File: src/rtl/regfile_sb.sv
`default_nettype none
// +------------------------------------------------------------------------+
// | regfile_sb : 2R1W register file with a per-register busy scoreboard.   |
// | Optional same-cycle write bypass: define REGFILE_BYPASS_EN.  Rev 1.0   |
// +------------------------------------------------------------------------+
module regfile_sb #(
  parameter int WIDTH = 64,
  parameter int DEPTH = 32
) (
  input  logic                     clk,
  input  logic                     rst_n,
  input  logic                     wr_en,
  input  logic [$clog2(DEPTH)-1:0] wr_addr,
  input  logic [WIDTH-1:0]         wr_data,
  input  logic [$clog2(DEPTH)-1:0] rd_addr1,
  input  logic [$clog2(DEPTH)-1:0] rd_addr2,
  output logic [WIDTH-1:0]         rd_data1,
  output logic [WIDTH-1:0]         rd_data2,
  output logic                     rd_busy1,
  output logic                     rd_busy2,
  input  logic                     rsv_en,
  input  logic [$clog2(DEPTH)-1:0] rsv_addr,
  output logic                     rsv_ok,
  input  logic                     flush,
  output logic [$clog2(DEPTH):0]   busy_cnt
);

  localparam int AW = $clog2(DEPTH);
  localparam logic [AW-1:0] c_zero_idx = AW'(DEPTH - 1);

  logic [WIDTH-1:0] r_mem [DEPTH];
  logic [DEPTH-1:0] r_busy;
  logic [AW:0]      r_busy_cnt;

  logic [DEPTH-1:0] w_busy_nxt;
  logic [AW:0]      w_cnt_nxt;
  logic             w_rsv_ok;
  logic             w_byp1;
  logic             w_byp2;

  // A write to the reserved index in the same cycle frees it, so WAW is fine there.
  assign w_rsv_ok = rst_n && rsv_en && !flush &&
                    (!r_busy[rsv_addr] || (wr_en && wr_addr == rsv_addr) ||
                     rsv_addr == c_zero_idx);
  assign rsv_ok   = w_rsv_ok;
  assign busy_cnt = r_busy_cnt;

`ifdef REGFILE_BYPASS_EN
  assign w_byp1 = rst_n && wr_en && wr_addr == rd_addr1 && rd_addr1 != c_zero_idx;
  assign w_byp2 = rst_n && wr_en && wr_addr == rd_addr2 && rd_addr2 != c_zero_idx;
`else
  assign w_byp1 = 1'b0;
  assign w_byp2 = 1'b0;
`endif

  always_comb begin
    rd_data1 = '0;
    rd_data2 = '0;
    if (w_byp1)                       rd_data1 = wr_data;
    else if (rd_addr1 != c_zero_idx)  rd_data1 = r_mem[rd_addr1];
    if (w_byp2)                       rd_data2 = wr_data;
    else if (rd_addr2 != c_zero_idx)  rd_data2 = r_mem[rd_addr2];
  end

  // The zero index is never set in r_busy, so no explicit guard is needed here.
  assign rd_busy1 = w_byp1 ? 1'b0 : r_busy[rd_addr1];
  assign rd_busy2 = w_byp2 ? 1'b0 : r_busy[rd_addr2];

  // Reservation wins over a same-cycle write-clear; flush wins over both.
  always_comb begin
    w_busy_nxt = r_busy;
    if (flush) begin
      w_busy_nxt = '0;
    end else begin
      if (wr_en)
        w_busy_nxt[wr_addr] = 1'b0;
      if (w_rsv_ok && rsv_addr != c_zero_idx)
        w_busy_nxt[rsv_addr] = 1'b1;
    end
  end

  always_comb begin
    w_cnt_nxt = '0;
    for (int i = 0; i < DEPTH; i++)
      w_cnt_nxt = w_cnt_nxt + (AW + 1)'(w_busy_nxt[i]);
  end

  always_ff @(posedge clk or negedge rst_n) begin
    if (!rst_n) begin
      r_busy     <= '0;
      r_busy_cnt <= '0;
    end else begin
      r_busy     <= w_busy_nxt;
      r_busy_cnt <= w_cnt_nxt;
    end
  end

  always_ff @(posedge clk or negedge rst_n) begin
    if (!rst_n) begin
      for (int i = 0; i < DEPTH; i++)
        r_mem[i] <= '0;
    end else if (wr_en && wr_addr != c_zero_idx) begin
      r_mem[wr_addr] <= wr_data;
    end
  end

endmodule
`default_nettype wire

File: config.mk
export PLATFORM = sky130hd
export DESIGN_NAME = regfile_sb
export DESIGN_NICKNAME = d
export VERILOG_FILES = /design/src/rtl/regfile_sb.sv
export SDC_FILE = /design/constraint.sdc
export NUM_CORES = 2
export LEC_CHECK = 0
export CORE_MARGIN = 4
export CORE_UTILIZATION = 51
export CTS_BUF_LIST = sky130_fd_sc_hd__clkbuf_4 sky130_fd_sc_hd__clkbuf_8 sky130_fd_sc_hd__clkbuf_16
export CTS_CLUSTER_SIZE = 12
export DETAILED_ROUTE_END_ITERATION = 10
export GPL_TIMING_DRIVEN = 0
export PLACE_DENSITY = 0.7
export SYNTH_ARGS = -nofsm -noshare
export SYNTH_HDL_FRONTEND = slang
export SYNTH_SLANG_ARGS = --single-unit
export TNS_END_PERCENT = 5
File: constraint.sdc
create_clock -name clk -period 7.2 [get_ports clk]
set_clock_uncertainty 0.1 [all_clocks]
set_input_delay 1.44 -clock clk [delete_from_list [all_inputs] [get_ports clk]]
set_output_delay 1.44 -clock clk [all_outputs]
set_load 0.05 [all_outputs]
==> results.cfg <==
[sta]
hold_violations = 0
max_freq_mhz = 128
slew_violations = 165
rsz0062_at_grt = true
setup_viol = 100
hold_slack_ps = 348
fin_crit_sh = 1.09
fin_ws_ps = -641
max_slew_margin = -0.193
fin_crit_ps = 7840
worst_pin_slew_ps = 1790
setup_tns_ps = -21580

[critical_path]
critPathKind = input pin to output port
arrival_ps = 6300
cp-start-kind = input pin
crit_required_ps = 5660
worst_setup_path_end_kind = output port
crit_fanout = 11
ff2ff_path_depth = 20

[logic_synthesis]
syn-num-nets = 7852
async_flop_share = 1.00
yosys.area_share.simple = 0.0192
synth_top_family_by_area = multiplexers
syn-instance-count = 7732
synth.area.mux_share = 0.427
synthAdderAreaFrac = 0.00504
ys_warn_count = 0
synthXorXnorAreaFrac = 0.000622
synth_edf_count = 0
synth-main-ff-cell = dfrtp_1
synth_area_mm2 = 0.113
synth_cell_types = 50
ys_seq_area_frac = 0.463
synth-seq-cells = 2086
avgSynthCellArea_um2 = 14.6
synth_compound_area_frac = 0.0440

[power_and_ir_drop]
total_power_mw = 35.7
p_seq_frac = 0.437
p_per_area_mw_per_mm2 = 281
leakagePower_nw = 55.6
p_comb_frac = 0.226
p_int_mw = 25.0
ir_drop_v = 0.000324
switching_share = 0.300
clkPwrFrac = 0.337
p_switching_mw = 10.7

[grt]
grt_pass1_wl_um = 653000
grt_usage = 0.412
grt_max_degree = 181
grt_pass1_vias = 82500
grt-ovfl-total = 0
antenna_found_initial = 49

[drt]
viasPerCell = 7.35
drcViolationCount = 0
num_vias = 83700
ant_nets = 0
wl_um = 479000
drtIter0Drc = 12700
routedWlPerCell_um = 42.1
dr.pass1.iters = 6

[clocking]
clk-insertion-delay-late_ps = 920
cts_made_buffers = 224
clock-sinks = 2086
cts-htree-levels = 4
clk_path_buf_depth = 3
clk_pin_slew_worst_paths_ps = 60
cts_hold_buf = 0
root_buffer = clkbuf_16
cts_tree = done

[floorplanning]
die_area_mm2 = 0.229
core_area_mm2 = 0.220
rows = 172
die_x_um = 478
pin_count = 226
initial_core_util = 0.513
fp.dieH_um = 478

[place]
gp_congestion = 0.981
place_hpwl_um = 320000
io_buffers = 208
dp.cells = 10900

[status]
violations = max-capacitance violations, max-slew violations, negative setup slack
status = finished, violations left

[flow_run]
cap_violations = 15

[cells_and_area]
area_growth_pct = 12.9
drive_above_1_share = 0.454
instances_no_fill = 11400
nNetsFinal = 8305

[worst_hold_path]
hp-class = input pin to async pin
==> worst max-delay path, stage by stage <==
cell and delay (ps):
buf_2 320, nand3b_1 470, clkbuf_2 750, clkbuf_1 1080, o221ai_1 280, a211oi_1 890
nor3_1 230, clkdlybuf4s50_1 790
==> cells in the mapped netlist (2+ instances only) <==
cell type / instances / area share
a2111oi_2: 49 / 0.0065
o22ai_1: 131 / 0.0073
o221ai_1: 120 / 0.0093
nor3_1: 93 / 0.0041
mux2i_1: 754 / 0.067
nand2_1: 59 / 0.0020
and3_1: 51 / 0.0028
inv_1: 40 / 0.0013
nand3_1: 10 / 0.00044
xor2_1: 3 / 0.00023
nor2b_1: 13 / 0.00072
o21ai_0: 75 / 0.0033
nand4_1: 2 / 0.00011
o21bai_1: 2 / 0.00013
o32a_1: 6 / 0.00053
mux4_2: 808 / 0.16
nor3b_1: 7 / 0.00047
fa_1: 24 / 0.0043
a2111oi_1: 5 / 0.00044
a21oi_1: 50 / 0.0022
a211oi_1: 120 / 0.0080
nor2_1: 166 / 0.0055
o21a_1: 14 / 0.00093
o32ai_1: 19 / 0.0015
nand3b_1: 27 / 0.0018
o22a_1: 3 / 0.00023
buf_4: 100 / 0.0067
mux2_2: 1984 / 0.20
a2111oi_0: 14 / 0.0011
buf_6: 47 / 0.0047
a21o_1: 2 / 0.00013
buf_1: 38 / 0.0013
o21ai_1: 51 / 0.0023
clkbuf_1: 456 / 0.015
ha_1: 7 / 0.00078
xnor2_1: 5 / 0.00039
buf_2: 267 / 0.012
or3b_1: 2 / 0.00016
nand2b_1: 12 / 0.00067
dfrtp_1: 2086 / 0.46
==> cell type report <==
type                    instances  area, µm²
well taps                    2958       3700
diodes                         55        138
clock inverters                50        489
inverters                      40        150
plain buffers                 911       4730
repair buffers                227       2550
clock buffers                 360       7110
fillers                     17300      92500
multi-input cells            4695      56100
flip-flops and latches       2086      52200
==> kinds of logic after synthesis <==
family          Yosys count
buf+inv                 951
flops                  2086
compound gates          662
mux                    3546
simple gates            448
xor+xnor                  8
fa+ha+maj                31
==> per-stage QoR <==
stage                     utilization  cell area [µm²]  setup slack (ps)
after floorplan                     -           113000              82.7
after global placement          0.539           118000            -89340
after detailed placement        0.541           119000             -1470
after CTS                       0.577           127000              -196
after global routing            0.578           127000              -262
final                           0.579           127000              -641
==> cells in the final DEF (no fill, tap or decap), types with 74 or more instances in the layout <==
cell type / synthesis / layout
dfrtp_1: 2086 / 2086
a211oi_1: 120 / 118
o221ai_1: 120 / 120
buf_2: 267 / 248
buf_4: 100 / 114
mux2i_1: 754 / 746
clkbuf_16: 0 / 228
mux2_2: 1984 / 1984
mux4_2: 808 / 808
nor2_1: 166 / 165
clkbuf_4: 0 / 91
o21ai_0: 75 / 74
o22ai_1: 131 / 131
clkdlybuf4s50_1: 0 / 204
clkbuf_1: 456 / 398
==> power groups by stage <==
stage / Combinational [mW] / Sequential [mW] / Clock, mW
3_3_place_gp: 7.56 / 15.6 / 0
6_report: 8.07 / 15.6 / 12.0
4_1_cts: 7.87 / 15.5 / 12.0
3_5_place_dp: 7.82 / 15.7 / 0
2_1_floorplan: 5.58 / 15.1 / 0
5_1_grt: 8.38 / 15.8 / 12.5
==> sequential cells by signal, indices dropped and copies added (netlist names) <==
| register | flops |
|---|---|
| r_mem | 2048 |
| r_busy | 32 |
| busy_cnt | 6 |
==> worst paths after layout <==
kind | from | end | slack (ps)
min | rst_n | r_mem[571] | 350
min in group clk | r_mem[62] | r_mem[62] | 380
max | rd_addr2[3] | rd_data2[37] | -640
max in group asynchronous | rst_n | r_mem[1625] | 3360
max reg2reg | r_busy[15] | busy_cnt[4] | 790
min reg2reg | r_mem[62] | r_mem[62] | 380
==> layer usage <==
| metal | track usage | vias up | share of wire |
|---|---|---|---|
| li1 | - | 30600 | - |
| met4 | 0.294 | 32 | 0.090 |
| met2 | 0.563 | 7087 | 0.41 |
| met5 | 0.00882 | - | 0.0012 |
| met1 | 0.503 | 43700 | 0.35 |
| met3 | 0.206 | 2173 | 0.15 |
==> repair_timing <==
action                                  4_1_cts  5_1_grt
setup buffers                                 0        4
cloned                                        1        0
endpoints found under the setup margin       93       74
pin swaps                                     0        3
resized for setup                            83       56
Note: power is estimated with default switching activity, not from simulation.
